<file path="config.mk">
export PLATFORM = sky130hd
export DESIGN_NAME = note_lane_ctrl_flat
export DESIGN_NICKNAME = d
export VERILOG_FILES = /design/src/rtl/note_lane_ctrl_if.sv /design/src/rtl/note_lane_ctrl.sv /design/src/flat_wrapper.sv
export SDC_FILE = /design/constraint.sdc
export NUM_CORES = 1
export LEC_CHECK = 0
export CAP_MARGIN = 20
export CORE_ASPECT_RATIO = 0.8
export CORE_MARGIN = 3
export CORE_UTILIZATION = 50
export DETAILED_ROUTE_END_ITERATION = 7
export PLACE_DENSITY = 0.77
export SETUP_SLACK_MARGIN = 0.4
export SLEW_MARGIN = 25
export SYNTH_ARGS = -nofsm -noshare
export SYNTH_HDL_FRONTEND = slang
export SYNTH_SLANG_ARGS = --single-unit
</file>
<file path="constraint.sdc">
create_clock -name clk -period 7.85 [get_ports clk]
set_clock_uncertainty 0.2 [all_clocks]
set_input_delay 1.57 -clock clk [delete_from_list [all_inputs] [get_ports clk]]
set_output_delay 1.57 -clock clk [all_outputs]
set_load 0.01 [all_outputs]
</file>
<file path="src/rtl/note_lane_ctrl_if.sv">
// note_lane_ctrl_if -- control/event bundle for the note lane controller.
//   i_tick           1 ms strobe
//   i_start/pause/stop  one-cycle control pulses
//   i_period         ticks per one-position move
//   i_spawn/i_hit    per-lane spawn and button-press pulses
//   o_led            lane k at [k*LEN +: LEN], bit LEN-1 is the target
//   o_is_target      per-lane target bit
//   o_hit/miss/bad   one-cycle registered event pulses
//   o_hit_cnt/miss_cnt  saturating 16-bit totals
//   o_state          IDLE=0, RUN=1, PAUSE=2
// slave = the controller, master = whoever drives it.
interface note_lane_ctrl_if #(
    parameter int LANES   = 4,
    parameter int LEN     = 8,
    parameter int SPEED_W = 10
) ();
    logic                 i_tick;
    logic                 i_start;
    logic                 i_pause;
    logic                 i_stop;
    logic [SPEED_W-1:0]   i_period;
    logic [LANES-1:0]     i_spawn;
    logic [LANES-1:0]     i_hit;
    logic [LANES*LEN-1:0] o_led;
    logic [LANES-1:0]     o_is_target;
    logic [LANES-1:0]     o_hit;
    logic [LANES-1:0]     o_miss;
    logic [LANES-1:0]     o_bad;
    logic [15:0]          o_hit_cnt;
    logic [15:0]          o_miss_cnt;
    logic [1:0]           o_state;

    modport master (
        output i_tick, i_start, i_pause, i_stop, i_period, i_spawn, i_hit,
        input  o_led, o_is_target, o_hit, o_miss, o_bad, o_hit_cnt, o_miss_cnt, o_state
    );

    modport slave (
        input  i_tick, i_start, i_pause, i_stop, i_period, i_spawn, i_hit,
        output o_led, o_is_target, o_hit, o_miss, o_bad, o_hit_cnt, o_miss_cnt, o_state
    );
endinterface

</file>
<file path="src/rtl/note_lane_ctrl.sv">
// note_lane_ctrl -- rhythm-game note lanes. Notes spawn at bit 0 of each lane,
// march one position per move step toward the target bit LEN-1 and are either
// hit there or counted as a miss when they step off.
//   clk, rst_n  system clock, asynchronous active-low reset
//   bus         note_lane_ctrl_if.slave (controls, lane inputs, LEDs, events)
// note_lane is the per-lane shifter/scorer, replicated LANES times.

// note_lane -- one lane: LED shift register, pending spawn flag, event pulses.
//   clr       synchronous clear (stop), beats everything else
//   step      move strobe shared by all lanes
//   spawn_en  spawns accepted (RUN or PAUSE); hit_en  hits accepted (RUN)
//   hit_nx/miss_nx  next-cycle events, for the shared counters
module note_lane #(
    parameter int LEN = 8
) (
    input  logic           clk,
    input  logic           rst_n,
    input  logic           clr,
    input  logic           step,
    input  logic           spawn_en,
    input  logic           spawn,
    input  logic           hit_en,
    input  logic           hit,
    output logic [LEN-1:0] led,
    output logic           hit_nx,
    output logic           miss_nx,
    output logic           hit_ev,
    output logic           miss_ev,
    output logic           bad_ev
);
    logic pend, tgt, hit_q, bad_nx, fresh;

    // Hits look at the pre-shift target, so a hit on a step cycle wins over a miss.
    assign tgt     = led[LEN-1];
    assign hit_q   = hit_en & hit;
    assign hit_nx  = hit_q & tgt;
    assign bad_nx  = hit_q & ~tgt;
    assign miss_nx = step & tgt & ~hit_q;
    // A spawn on the step cycle itself goes straight into bit 0.
    assign fresh   = pend | (spawn_en & spawn);

    always_ff @(posedge clk or negedge rst_n) begin
        if (!rst_n) begin
            led     <= '0;
            pend    <= 1'b0;
            hit_ev  <= 1'b0;
            miss_ev <= 1'b0;
            bad_ev  <= 1'b0;
        end else if (clr) begin
            led     <= '0;
            pend    <= 1'b0;
            hit_ev  <= 1'b0;
            miss_ev <= 1'b0;
            bad_ev  <= 1'b0;
        end else begin
            hit_ev  <= hit_nx;
            miss_ev <= miss_nx;
            bad_ev  <= bad_nx;
            if (step) begin
                // Old target bit falls off the end (already scored above).
                led  <= {led[LEN-2:0], fresh};
                pend <= 1'b0;
            end else begin
                if (hit_nx) led[LEN-1] <= 1'b0;
                pend <= fresh;
            end
        end
    end
endmodule

module note_lane_ctrl #(
    parameter int LANES   = 4,
    parameter int LEN     = 8,
    parameter int SPEED_W = 10
) (
    input  logic              clk,
    input  logic              rst_n,
    note_lane_ctrl_if.slave   bus
);
    typedef enum logic [1:0] {IDLE = 2'd0, RUN = 2'd1, PAUSE = 2'd2} state_t;

    localparam logic [SPEED_W-1:0] ONE = SPEED_W'(1);

    state_t                    state;
    logic [SPEED_W-1:0]        cnt, per_q, per_in, per_cur;
    logic                      run, active, step;
    logic [LANES-1:0][LEN-1:0] led;
    logic [LANES-1:0]          hit_nx, miss_nx, hit_ev, miss_ev, bad_ev;
    logic [15:0]               hit_cnt, miss_cnt;

    function automatic logic [15:0] sat_add(input logic [15:0] base, input logic [LANES-1:0] inc);
        logic [16:0] sum;
        sum = {1'b0, base};
        for (int i = 0; i < LANES; i++) sum = sum + {16'd0, inc[i]};
        return sum[16] ? 16'hFFFF : sum[15:0];
    endfunction

    assign run    = (state == RUN);
    assign active = (state != IDLE);

    // Period is sampled at the start of each period (counter at 0); the latched
    // copy governs the rest of it, so i_period changes never stretch a move.
    assign per_in  = (bus.i_period == '0) ? ONE : bus.i_period;
    assign per_cur = (cnt == '0) ? per_in : per_q;
    assign step    = run & bus.i_tick & ~bus.i_stop & (cnt == per_cur - ONE);

    always_ff @(posedge clk or negedge rst_n) begin
        if (!rst_n) begin
            state    <= IDLE;
            cnt      <= '0;
            per_q    <= ONE;
            hit_cnt  <= '0;
            miss_cnt <= '0;
        end else if (bus.i_stop) begin
            state    <= IDLE;
            cnt      <= '0;
            per_q    <= ONE;
            hit_cnt  <= '0;
            miss_cnt <= '0;
        end else begin
            case (state)
                IDLE:    if (bus.i_start) state <= RUN;
                RUN:     if (bus.i_pause) state <= PAUSE;
                PAUSE:   if (bus.i_pause || bus.i_start) state <= RUN;
                default: state <= IDLE;
            endcase
            if (run && bus.i_tick) begin
                if (cnt == '0) per_q <= per_in;
                cnt <= step ? '0 : cnt + ONE;
            end
            hit_cnt  <= sat_add(hit_cnt, hit_nx);
            miss_cnt <= sat_add(miss_cnt, miss_nx);
        end
    end

    for (genvar k = 0; k < LANES; k++) begin : g_lane
        note_lane #(.LEN(LEN)) u_lane (
            .clk      (clk),
            .rst_n    (rst_n),
            .clr      (bus.i_stop),
            .step     (step),
            .spawn_en (active),
            .spawn    (bus.i_spawn[k]),
            .hit_en   (run),
            .hit      (bus.i_hit[k]),
            .led      (led[k]),
            .hit_nx   (hit_nx[k]),
            .miss_nx  (miss_nx[k]),
            .hit_ev   (hit_ev[k]),
            .miss_ev  (miss_ev[k]),
            .bad_ev   (bad_ev[k])
        );
        assign bus.o_is_target[k] = led[k][LEN-1];
    end

    assign bus.o_led      = led;
    assign bus.o_hit      = hit_ev;
    assign bus.o_miss     = miss_ev;
    assign bus.o_bad      = bad_ev;
    assign bus.o_hit_cnt  = hit_cnt;
    assign bus.o_miss_cnt = miss_cnt;
    assign bus.o_state    = state;
endmodule

</file>
<file path="src/flat_wrapper.sv">
// flat-port wrapper written by rule: the top's interface ports become plain ports
module note_lane_ctrl_flat 
#(
    parameter int LANES   = 4,
    parameter int LEN     = 8,
    parameter int SPEED_W = 10
)
  (clk, rst_n, bus_i_tick, bus_i_start, bus_i_pause, bus_i_stop, bus_i_period, bus_i_spawn, bus_i_hit, bus_o_led, bus_o_is_target, bus_o_hit, bus_o_miss, bus_o_bad, bus_o_hit_cnt, bus_o_miss_cnt, bus_o_state);
  note_lane_ctrl_if #(.LANES(LANES), .LEN(LEN), .SPEED_W(SPEED_W)) bus_i ();
  input  logic clk;
  input  logic rst_n;
  input wire logic [$bits(bus_i.i_tick)-1:0] bus_i_tick;
  input wire logic [$bits(bus_i.i_start)-1:0] bus_i_start;
  input wire logic [$bits(bus_i.i_pause)-1:0] bus_i_pause;
  input wire logic [$bits(bus_i.i_stop)-1:0] bus_i_stop;
  input wire logic [$bits(bus_i.i_period)-1:0] bus_i_period;
  input wire logic [$bits(bus_i.i_spawn)-1:0] bus_i_spawn;
  input wire logic [$bits(bus_i.i_hit)-1:0] bus_i_hit;
  output wire logic [$bits(bus_i.o_led)-1:0] bus_o_led;
  output wire logic [$bits(bus_i.o_is_target)-1:0] bus_o_is_target;
  output wire logic [$bits(bus_i.o_hit)-1:0] bus_o_hit;
  output wire logic [$bits(bus_i.o_miss)-1:0] bus_o_miss;
  output wire logic [$bits(bus_i.o_bad)-1:0] bus_o_bad;
  output wire logic [$bits(bus_i.o_hit_cnt)-1:0] bus_o_hit_cnt;
  output wire logic [$bits(bus_i.o_miss_cnt)-1:0] bus_o_miss_cnt;
  output wire logic [$bits(bus_i.o_state)-1:0] bus_o_state;
  assign bus_i.i_tick = bus_i_tick;
  assign bus_i.i_start = bus_i_start;
  assign bus_i.i_pause = bus_i_pause;
  assign bus_i.i_stop = bus_i_stop;
  assign bus_i.i_period = bus_i_period;
  assign bus_i.i_spawn = bus_i_spawn;
  assign bus_i.i_hit = bus_i_hit;
  assign bus_o_led = bus_i.o_led;
  assign bus_o_is_target = bus_i.o_is_target;
  assign bus_o_hit = bus_i.o_hit;
  assign bus_o_miss = bus_i.o_miss;
  assign bus_o_bad = bus_i.o_bad;
  assign bus_o_hit_cnt = bus_i.o_hit_cnt;
  assign bus_o_miss_cnt = bus_i.o_miss_cnt;
  assign bus_o_state = bus_i.o_state;
  note_lane_ctrl #(.LANES(LANES), .LEN(LEN), .SPEED_W(SPEED_W)) u_core (.clk(clk), .rst_n(rst_n), .bus(bus_i));
endmodule
</file>
Word level (Yosys, flattened, before mapping) --
Index checks and enable logic that the tools add are counted.
Word-level totals: register bits 102, input port bits 24, output and inout bits 82, logic and storage cells 150
Operators by class: add/sub/neg operators 10, equal/unequal tests 6, muxes and demuxes 52, bitwise operators 40, reductions and logical operators 13
Operator list (number):
- $add 17x1->17 | 6
- $mux 10 | 7
- $mux 16 | 4
- $add 16x1->17 | 2
- $mux 8 | 4
- $mux 1 | 28
- $mux 7 | 4
- $and 1x1->1 | 27
- $logic_not 10->1 | 2
- $reduce_bool 3->1 | 4
- $add 10x1->10 const B | 1
- $eq 10x10->1 | 1
- $sub 10x1->10 const B | 1
- $not 1->1 | 9
- $mux 2 | 4
- $ne 3x3->1 const B | 2
- $pmux 2 s3 | 1
- $reduce_bool 2->1 | 3
- $or 1x1->1 | 4
- $ne 3x2->1 const B | 1
- $reduce_and 3->1 | 1
- $eq 2x1->1 const B | 1
- $eq 2x2->1 const B | 1
- $logic_not 2->1 | 1
- other kinds (2) | 2

Logic depth before layout (Yosys ltp) --
Gate-level depths: netlist (run 1).
word-level depth 14, gate-level depth with buffers 24, mapped depth without buffers 22

Modules after synthesis --
Synthesis (run 1) repeated with hierarchy kept, for this count alone.
Unflattened totals: cell total of the unflattened synthesis 520, area total of the unflattened synthesis 5420.2 sq um
Modules (own cells, without submodules):
- note_lane_ctrl | times used 1, cells each 364, area an instance 3433.3 sq um
- note_lane | times used 4, cells each 39, area an instance 496.7 sq um

Least setup slack after synthesis (run 1) --
OpenSTA, ideal clock, no wires.
path kind input -> register, start point input bus_i_period[1], end point register u_core.miss_cnt[10], in the netlist u_core.bus.o_miss_cnt[10], setup time 137 ps, arrival time 6442 ps, setup slack 1071 ps, stages 20, path buffers 2, path through or4_1 o41ai_1 mux2_2 inv_1 ha_1 inv_1 o21ai_0 a311o_1 a311o_1 nor3_1 nand4_1 clkbuf_1 nor2_1 fa_1 fa_1 fa_1 nand3_1 or3_1 clkbuf_1 a21oi_1
On the way: cells in the longest elaborated chain, start to end 14, elaborated cells on any way between the ends 20, those cells by class 5 x add/sub; 1 x eq/ne; 4 x mux; 9 x bitwise; 1 x reduce/logical
Ends and longest elaborated chain:
- start, declared | RTL line flat_wrapper.sv:16 | input wire logic [$bits(bus_i.i_period)-1:0] bus_i_period;
- $logic_not 10->1 | RTL line note_lane_ctrl.sv:103 | assign per_in = (bus.i_period == '0) ? ONE : bus.i_period;
- $mux 10 * | RTL line note_lane_ctrl.sv:103
- $mux 10 * | RTL line note_lane_ctrl.sv:104 | assign per_cur = (cnt == '0) ? per_in : per_q;
- $sub 10x1->10 * | RTL line note_lane_ctrl.sv:105 | assign step = run & bus.i_tick & ~bus.i_stop & (cnt == per_cur - ONE);
- $eq 10x10->1 * | RTL line note_lane_ctrl.sv:105
- $and 1x1->1 * | RTL line note_lane_ctrl.sv:105
- $and 1x1->1 (2 in a row) | RTL line note_lane_ctrl.sv:38 | assign miss_nx = step & tgt & ~hit_q;
- $add 16x1->17 | RTL line note_lane_ctrl.sv:94 | for (int i = 0; i < LANES; i++) sum = sum + {16'd0, inc[i]};
- $add 17x1->17 (2 in a row) | RTL line note_lane_ctrl.sv:94
- $add 17x1->17 * | RTL line note_lane_ctrl.sv:94
- $mux 16 * | RTL line note_lane_ctrl.sv:95 | return sum[16] ? 16'hFFFF : sum[15:0];
- $mux 16 * | RTL line note_lane_ctrl.sv:114 | end else if (bus.i_stop) begin
- end signal, assigned | RTL line note_lane_ctrl.sv:132 | miss_cnt <= sat_add(miss_cnt, miss_nx);
- end, declared | RTL line note_lane_ctrl.sv:89 | logic [15:0] hit_cnt, miss_cnt;
Mark *: on every way between the ends. The rest lies on a longest branch, timed or not. A chain may end at the register's enable or synchronous reset.

Worst setup path after layout (run 1) --
start point input bus_i_period[2], end point register u_core.miss_cnt[14], in the netlist u_core.bus.o_miss_cnt[14]
Same word-level chain as after synthesis.

==> results_dict.tcl, run 1 <==
set metrics [dict create \
    synth_edf_count 0 \
    clock.fmax_ghz 0.142 \
    antenna_found_initial 0 \
    critPathMaxStageDelay_ns 0.58 \
    synth_top_family_by_area "simple AND/OR/NAND/NOR gates" \
    power_frac_seq_pct 48.5 \
    drtAntennaViolNets 0 \
    synth_area_mm2 0.00547 \
    hold_class "reg -> reg" \
    slew_viol_final 0 \
    globalRoute.totalOverflow 0 \
    yosys.area_share.simple_pct 22.4 \
    numCtsBuffers 9 \
    required_ns 7.91 \
    maxCapViolations 0 \
    async_flop_share_pct 100 \
    drt_iter0_drc 401 \
    die_x_um 123 \
    placed_area_mm2 0.00646 \
    drt_first_pass_iters 5 \
    syn_area_per_cell_um2 9.53 \
    p_int_uw 848 \
    grt_use_total_pct 23.8 \
    path_class "in -> reg" \
    p_clk_share_pct 43.0 \
    grt_pass1_vias 4355 \
    clk_pin_slew_ns 0.06 \
    synth_fp_nets 609 \
    cts_tree "yes" \
    synth-adder-area-share_pct 3.34 \
    worstPathCellList "clkdlybuf4s50_1, or4_1, o41ai_1, mux2_2, inv_1, ha_1, inv_1, o21ai_0, a311o_1, a311o_1, nor3_1, nand4_1, nor2_1, fa_1, fa_1, fa_1, nand3_1, nor2_1, nand3_1, nor3b_1, nor3_1" \
    fin_area_mm2 0.00678 \
    antenna_cells 0 \
    layout_commonest_cell "clkdlybuf4s50_1" \
    nets 686 \
    end_kind "flop" \
    syn_to_final_growth_pct 24.0 \
    synthFlopType "dfrtp_1" \
    cts_num_sinks 102 \
    root_buffer "clkbuf_16" \
    yosys.area_share.xor_xnor_pct 4.96 \
    clockBufferDepth 2 \
    synth_top_area_share_pct 46.2 \
    ys_warn_count 0 \
    routed_wl_um 14100 \
    synthMuxAreaShare_pct 3.77 \
    io_buffers 105 \
    rsz0062_at_grt "true" \
    power_switching_uw 256 \
    worst_slew_pin_slew_ns 0.818 \
    min_period_ns 7.06 \
    final_cell_mix "clkdlybuf4s50_1, dfrtp_1, nor2_1" \
    dr_total_vias 4542 \
    min_period_over_period_pct 89.9 \
    synthTopCellsByArea "dfrtp_1, nor2_1, a21oi_1" \
    cts_hold_buf 0 \
    crit_path_frequent_cell "fa_1" \
    vias_per_cell 5.71 \
    rows 33 \
    tns_ns 0 \
    crit_path_start_kind "input port" \
    dp.final_hpwl_um 10100 \
    ys_seq_area_share_pct 46.7 \
    vdd_drop_max_mv 0.171 \
    power_mw 1.10 \
    worst_skew_pair.late_latency_ns 0.35 \
    synth_cells 574 \
    crit_fanout 5 \
    htreeDepth 3 \
    drive_above_1_share_pct 6.41 \
    boundaryPins 106 \
    grt_max_degree 80 \
    die-area_mm2 0.0122 \
    route.detailed.drc 0 \
    synth.distinct_cells 59 \
    die-height_um 99.5 \
    maxSlewHeadroom_pct 45.5 \
    cellLeakagePower_nw 2.82 \
    outcome "finished clean" \
    final-setup-viol-count 0 \
    synth-compound-area-share_pct 12.6 \
    core_region_area_mm2 0.0104 \
    ys_ff_latch 102 \
    n_fill_cell 835 \
    wire_per_inst_um 17.7 \
    switching_share_pct 23.2 \
    initial_core_util_pct 52.4 \
    grt_pass1_wl_um 22800 \
    utilization_pct 64.9 \
    place.gp.congestion 0.976 \
    cp.arrival_ns 7.11 \
    fin_hold_ws_ns 0.281 \
    hold_violations 0 \
    powerDensity_mw_per_mm2 163 \
    pwr-share-comb_pct 8.5 \
    synth.largest_area_cell "dfrtp_1" \
    crit_path_top_delay_cell "or4_1" \
    rrSetupSlack_ns 0.92 \
]
state kept, by name (all words and copies together) (netlist names):
| name | count |
|---|---|
| u_core.bus.o_hit_cnt | 16 |
| u_core.bus.o_miss_cnt | 16 |
| u_core.bus.o_state | 2 |
| u_core.cnt | 10 |
| u_core.g_lane.u_lane.bad_ev | 4 |
| u_core.g_lane.u_lane.hit_ev | 4 |
| u_core.g_lane.u_lane.led | 32 |
| u_core.g_lane.u_lane.miss_ev | 4 |
| u_core.g_lane.u_lane.pend | 4 |
| u_core.per_q | 10 |
what timing repair did:
| action | in CTS | in global routing |
|---|---|---|
| setup endpoints to repair | 0 | 13 |
| buffers inserted | 0 | 0 |
| resized for setup | 0 | 1 |
power by group through the flow:
stage          Clock, mW  Sequential, mW  Combinational [mW]
6_report           0.474           0.536              0.0934
5_1_grt            0.501           0.536               0.102
4_1_cts            0.482           0.535              0.0927
3_5_place_dp           0           0.546              0.0920
3_3_place_gp           0           0.545              0.0903
2_1_floorplan          0           0.544              0.0515
critical path, delay by kind of cell:
family	cells	cell delay, ns
AND/OR/NAND/NOR	9	1.83
adder cells (fa/ha/maj)	4	1.69
AO/OA/AOI/OAI	4	1.10
buffers and inverters	3	0.65
multiplexers	1	0.26
routing by layer:
layer  part of all wire, %  GRT usage, %  vias up
met5                     0             0        -
met4                   2.0          7.06        0
met3                   7.9          6.25       28
met2                    45          34.9      181
met1                    45          34.6     2196
li1                      -             -     2137
layout make-up:
cell class | instances | area (um^2) | share of cell area, %
multi-input cells | 408 | 2580 | 38.1
flip-flops and latches | 102 | 2550 | 37.7
repair buffers | 110 | 1080 | 15.9
clock buffers | 10 | 229 | 3.38
well taps | 140 | 175 | 2.58
clock inverters | 5 | 83.8 | 1.24
inverters | 20 | 75.1 | 1.11
synth_stat cells (all sizes together), types with 2 or more instances:
cell type,number
a21oi,38
nor4b,2
nand2,49
or2,7
mux2i,15
a221o,3
a311o,2
nand3b,6
o21ai,27
nor2b,2
nand3,22
nor2,66
o22a,2
clkbuf,21
xor2,16
or4,4
mux2,5
nand4,10
nor4,6
dfrtp,101
xnor2,15
a21o,7
a22o,3
o31ai,6
a311oi,4
ha,5
or3,7
buf,23
and4,5
o31a,4
nand2b,22
nor3,16
fa,6
and2,4
a31oi,3
inv,20
nor3b,7
worst paths after layout:
kind | start | end | depth (start not counted)
setup / recovery | bus_i_period[2] | u_core.bus.o_miss_cnt[14]$_DFF_PN0_ | 21
hold / removal | u_core.g_lane[0].u_lane.pend$_DFF_PN0_ | u_core.g_lane[0].u_lane.pend$_DFF_PN0_ | 2
setup reg to reg | u_core.cnt[0]$_DFFE_PN0P_ | u_core.bus.o_miss_cnt[14]$_DFF_PN0_ | 22
hold reg to reg | u_core.g_lane[0].u_lane.pend$_DFF_PN0_ | u_core.g_lane[0].u_lane.pend$_DFF_PN0_ | 2
max in group asynchronous | rst_n | u_core.g_lane[3].u_lane.led[3]$_DFFE_PN0P_ | 2
min in group asynchronous | rst_n | u_core.bus.o_hit_cnt[14]$_DFF_PN0_ | 1
cells by family (layout without fill, tap and decap cells):
family / after synthesis / count (layout)
fa+ha+maj: 11 / 11
buf+inv: 64 / 145
xor+xnor: 31 / 31
mux: 20 / 20
compound gates: 108 / 108
flops: 102 / 102
simple gates: 238 / 238
through the flow:
step	std cells	setup WS, ns
2_1_floorplan	574	1.07
3_3_place_gp	780	0.542
3_5_place_dp	780	0.300
4_1_cts	795	0.634
6_report	795	0.792
5_1_grt	795	0.393
Note: power is estimated with default switching activity, not from simulation.
==> run 2: changes to the inputs <==
--- a/config.mk
+++ b/config.mk
@@ -9,10 +9,12 @@
 export CORE_ASPECT_RATIO = 0.8
 export CORE_MARGIN = 3
 export CORE_UTILIZATION = 50
+export CTS_CLUSTER_SIZE = 30
 export DETAILED_ROUTE_END_ITERATION = 7
-export PLACE_DENSITY = 0.77
+export PLACE_DENSITY = 0.78
 export SETUP_SLACK_MARGIN = 0.4
 export SLEW_MARGIN = 25
 export SYNTH_ARGS = -nofsm -noshare
 export SYNTH_HDL_FRONTEND = slang
+export SYNTH_HIERARCHICAL = 1
 export SYNTH_SLANG_ARGS = --single-unit
==> results_dict.tcl, run 2 <==
set metrics [dict create \
    core_region_area_mm2 0.0104 \
    rr_startpoint "u_core/cnt[0]$_DFFE_PN0P_" \
    cts_hold_buf 0 \
    clk_pin_slew_ns 0.07 \
    grt_pass1_vias 4306 \
    path_class "in -> reg" \
    hold_start "u_core/per_q[9]$_DFFE_PN0P_" \
    rows 33 \
    critPathBufInv 3 \
    die_x_um 122 \
    io_buffers 105 \
    vdd_drop_max_mv 0.118 \
    p_int_uw 852 \
    ys_warn_count 6 \
    synthTopCellsByArea "dfrtp_1, mux2i_1, a21oi_1" \
    die-height_um 99.1 \
    synth.largest_area_cell "dfrtp_1" \
    numCtsBuffers 9 \
    hold_class "reg -> reg" \
    syn_area_per_cell_um2 10.4 \
    routed_wl_um 13000 \
    cp_top_family "simple AND/OR/NAND/NOR gates" \
    power_switching_uw 255 \
    top_register "u_core/g_lane.u_lane/led" \
    worstPathCellList "clkdlybuf4s50_1, nor4_1, a31o_2, mux2i_1, ha_1, nor2b_1, nand2_1, mux2_2, mux2i_1, mux2_2, a2111oi_4, and2_2, and3_2, fa_1, fa_1, inv_1, fa_1, nand3b_1, nor2_1, and3_1, nand4_1, buf_4, a21oi_1" \
    cts_tree "yes" \
    drt_iter0_drc 343 \
    crit_fanout 13 \
    crit_path_frequent_cell "fa_1" \
    cp.arrival_ns 7.07 \
    layout_commonest_cell "clkdlybuf4s50_1" \
    final_cell_mix "clkdlybuf4s50_1, dfrtp_1, nor2_1" \
    cts_num_sinks 102 \
    min_period_ns 7.03 \
    crit_path_top_delay_cell "clkdlybuf4s50_1" \
    min_period_over_period_pct 89.5 \
    required_ns 7.90 \
    antenna_found_initial 0 \
    cellLeakagePower_nw 2.82 \
    htreeDepth 3 \
    globalRoute.totalOverflow 0 \
    place.gp.congestion 0.903 \
    post-synth-top-count-cell "dfrtp_1" \
    nets 649 \
    fin_hold_ws_ns 0.311 \
    slew_viol_final 0 \
    synthFlopType "dfrtp_1" \
    largest_register_ff_count 32 \
    vias_per_cell 5.75 \
    maxSlewHeadroom_pct 37.7 \
    worst_slew_pin_slew_ns 0.935 \
    syn_to_final_growth_pct 25.8 \
    dp.final_hpwl_um 8980 \
    power_mw 1.11 \
    final-setup-viol-count 0 \
    multi_input_area_mm2 0.00261 \
    hold_violations 0 \
    end_kind "flop" \
    boundaryPins 106 \
    wire_per_inst_um 17.2 \
    synth.distinct_cells 61 \
    antenna_cells 0 \
    synth_edf_count 0 \
    synth_area_mm2 0.00542 \
    grt_pass1_wl_um 21800 \
    drtAntennaViolNets 0 \
    switching_share_pct 23.0 \
    initial_core_util_pct 52.1 \
    pwr-share-comb_pct 8.0 \
    critPathMaxStageDelay_ns 0.62 \
    ys_seq_area_share_pct 47.1 \
    drt_first_pass_iters 7 \
    grt_use_total_pct 22.6 \
    yosys-top-cells-count "dfrtp_1, nor2_1, a21oi_1, mux2i_1, nand2_1" \
    clockBufferDepth 2 \
    clock.fmax_ghz 0.142 \
    powerDensity_mw_per_mm2 162 \
    register_area_mm2 0.00255 \
    root_buffer "clkbuf_16" \
    synth_cells 520 \
    ys_ff_latch 102 \
    rsz0062_at_grt "false" \
    power_frac_seq_pct 48.4 \
    dr_total_vias 4362 \
    crit_path_start "bus_i_period[6]" \
    worst_skew_pair.late_latency_ns 0.34 \
    p_clk_share_pct 43.6 \
    outcome "finished clean" \
    route.detailed.drc 0 \
    grt_max_degree 86 \
    crit_path_start_kind "input port" \
    drive_above_1_share_pct 10.2 \
    die-area_mm2 0.0121 \
    synth_fp_nets 555 \
    maxCapViolations 0 \
    async_flop_share_pct 100 \
    tns_ns 0 \
    n_fill_cell 832 \
    synth_top_area_share_pct 46.6 \
]
## run 2: changes by cell type after synthesis, sizes merged, moves of 9 or more
| cell | change |
|---|---|
| nor2b | +9 |
| nand2b | -19 |
| mux2i | +22 |
| o21ai | -24 |
| nand2 | -21 |
| and3 | +16 |
| clkbuf | -9 |
## run 2: worst reg2reg max path, stage by stage (launching register included)
cell,delay (ns)
dfrtp_1,0.46
inv_1,0.09
ha_1,0.15
nor4b_2,0.55
nand3_2,0.57
mux2i_1,0.51
ha_1,0.29
nor2b_1,0.20
nand2_1,0.10
mux2_2,0.30
mux2i_1,0.19
mux2_2,0.23
a2111oi_4,0.06
and2_2,0.25
and3_2,0.23
fa_1,0.52
fa_1,0.19
inv_1,0.06
fa_1,0.41
nand3b_1,0.24
nor2_1,0.23
and3_1,0.24
nand4_1,0.11
buf_4,0.21
a21oi_1,0.18
## run 2: path summary, 6_finish.rpt
check                                                        endpoint  slack, ns  depth (start not counted)
min                                       u_core/per_q[9]$_DFFE_PN0P_       0.31                          1
min reg2reg                               u_core/per_q[9]$_DFFE_PN0P_       0.31                          1
min in group asynchronous                 u_core/per_q[8]$_DFFE_PN0P_       1.00                          1
max in group asynchronous  u_core/g_lane[1].u_lane/led[1]$_DFFE_PN0P_       5.27                          2
max reg2reg                        u_core/bus.o_miss_cnt[6]$_DFF_PN0_       0.99                         24
max                                u_core/bus.o_miss_cnt[6]$_DFF_PN0_       0.82                         23
## run 2: per-stage QoR
step | std cells | utilization [%] | worst slack (ns) | cell area, um^2
floorplan | 520 | - | 0.997 | 5420
global placement | 742 | 62.3 | 0.599 | 6490
detailed placement | 742 | 62.3 | 0.261 | 6490
CTS | 757 | 65.4 | 0.574 | 6810
global route | 758 | 65.5 | 0.571 | 6820
finish | 758 | 65.5 | 0.821 | 6820
## run 2: area by class of cell
| cell class | instances | share of cell area [%] |
|---|---|---|
| multi-input combinational | 372 | 38.3 |
| sequential | 102 | 37.5 |
| timing repair buffer | 110 | 15.9 |
| clock buffer | 10 | 3.51 |
| tap | 140 | 2.57 |
| clock inverter | 5 | 1.19 |
| inverter | 19 | 1.05 |
## run 2: what timing repair did
item	in CTS	in global routing
endpoints found under the setup margin	0	13
gates resized for setup	0	0
setup buffers	0	1
## run 2: metal layers
layer	up-vias	GRT usage (%)	wire [um]
met3	26	5.17	936
li1	2018	-	-
met2	194	34.8	6120
met4	0	7.40	231
met5	-	0	0
met1	2124	32.0	5730
## run 2: power groups by stage
stage	clock network (mW)	logic, mW	registers [mW]
2_1_floorplan	0	0.0508	0.544
3_3_place_gp	0	0.0870	0.545
3_5_place_dp	0	0.0888	0.545
4_1_cts	0.494	0.0896	0.535
5_1_grt	0.511	0.0987	0.536
6_report	0.483	0.0891	0.535
## run 2: cell families after synthesis
group | after synthesis | synth area share (%)
simple gates | 193 | 19.8
flops | 102 | 47.1
compound gates | 96 | 12.4
buf+inv | 46 | 4.73
mux | 40 | 7.46
xor+xnor | 32 | 5.17
fa+ha+maj | 11 | 3.37
==> run 3: changes to the inputs <==
--- a/config.mk
+++ b/config.mk
@@ -5,6 +5,7 @@
 export SDC_FILE = /design/constraint.sdc
 export NUM_CORES = 1
 export LEC_CHECK = 0
+export ABC_CLOCK_PERIOD_IN_PS = 7850
 export CAP_MARGIN = 20
 export CORE_ASPECT_RATIO = 0.8
 export CORE_MARGIN = 3
==> results of run 3 <==
Final layout, timing and power as in run 2 (identical DEF).
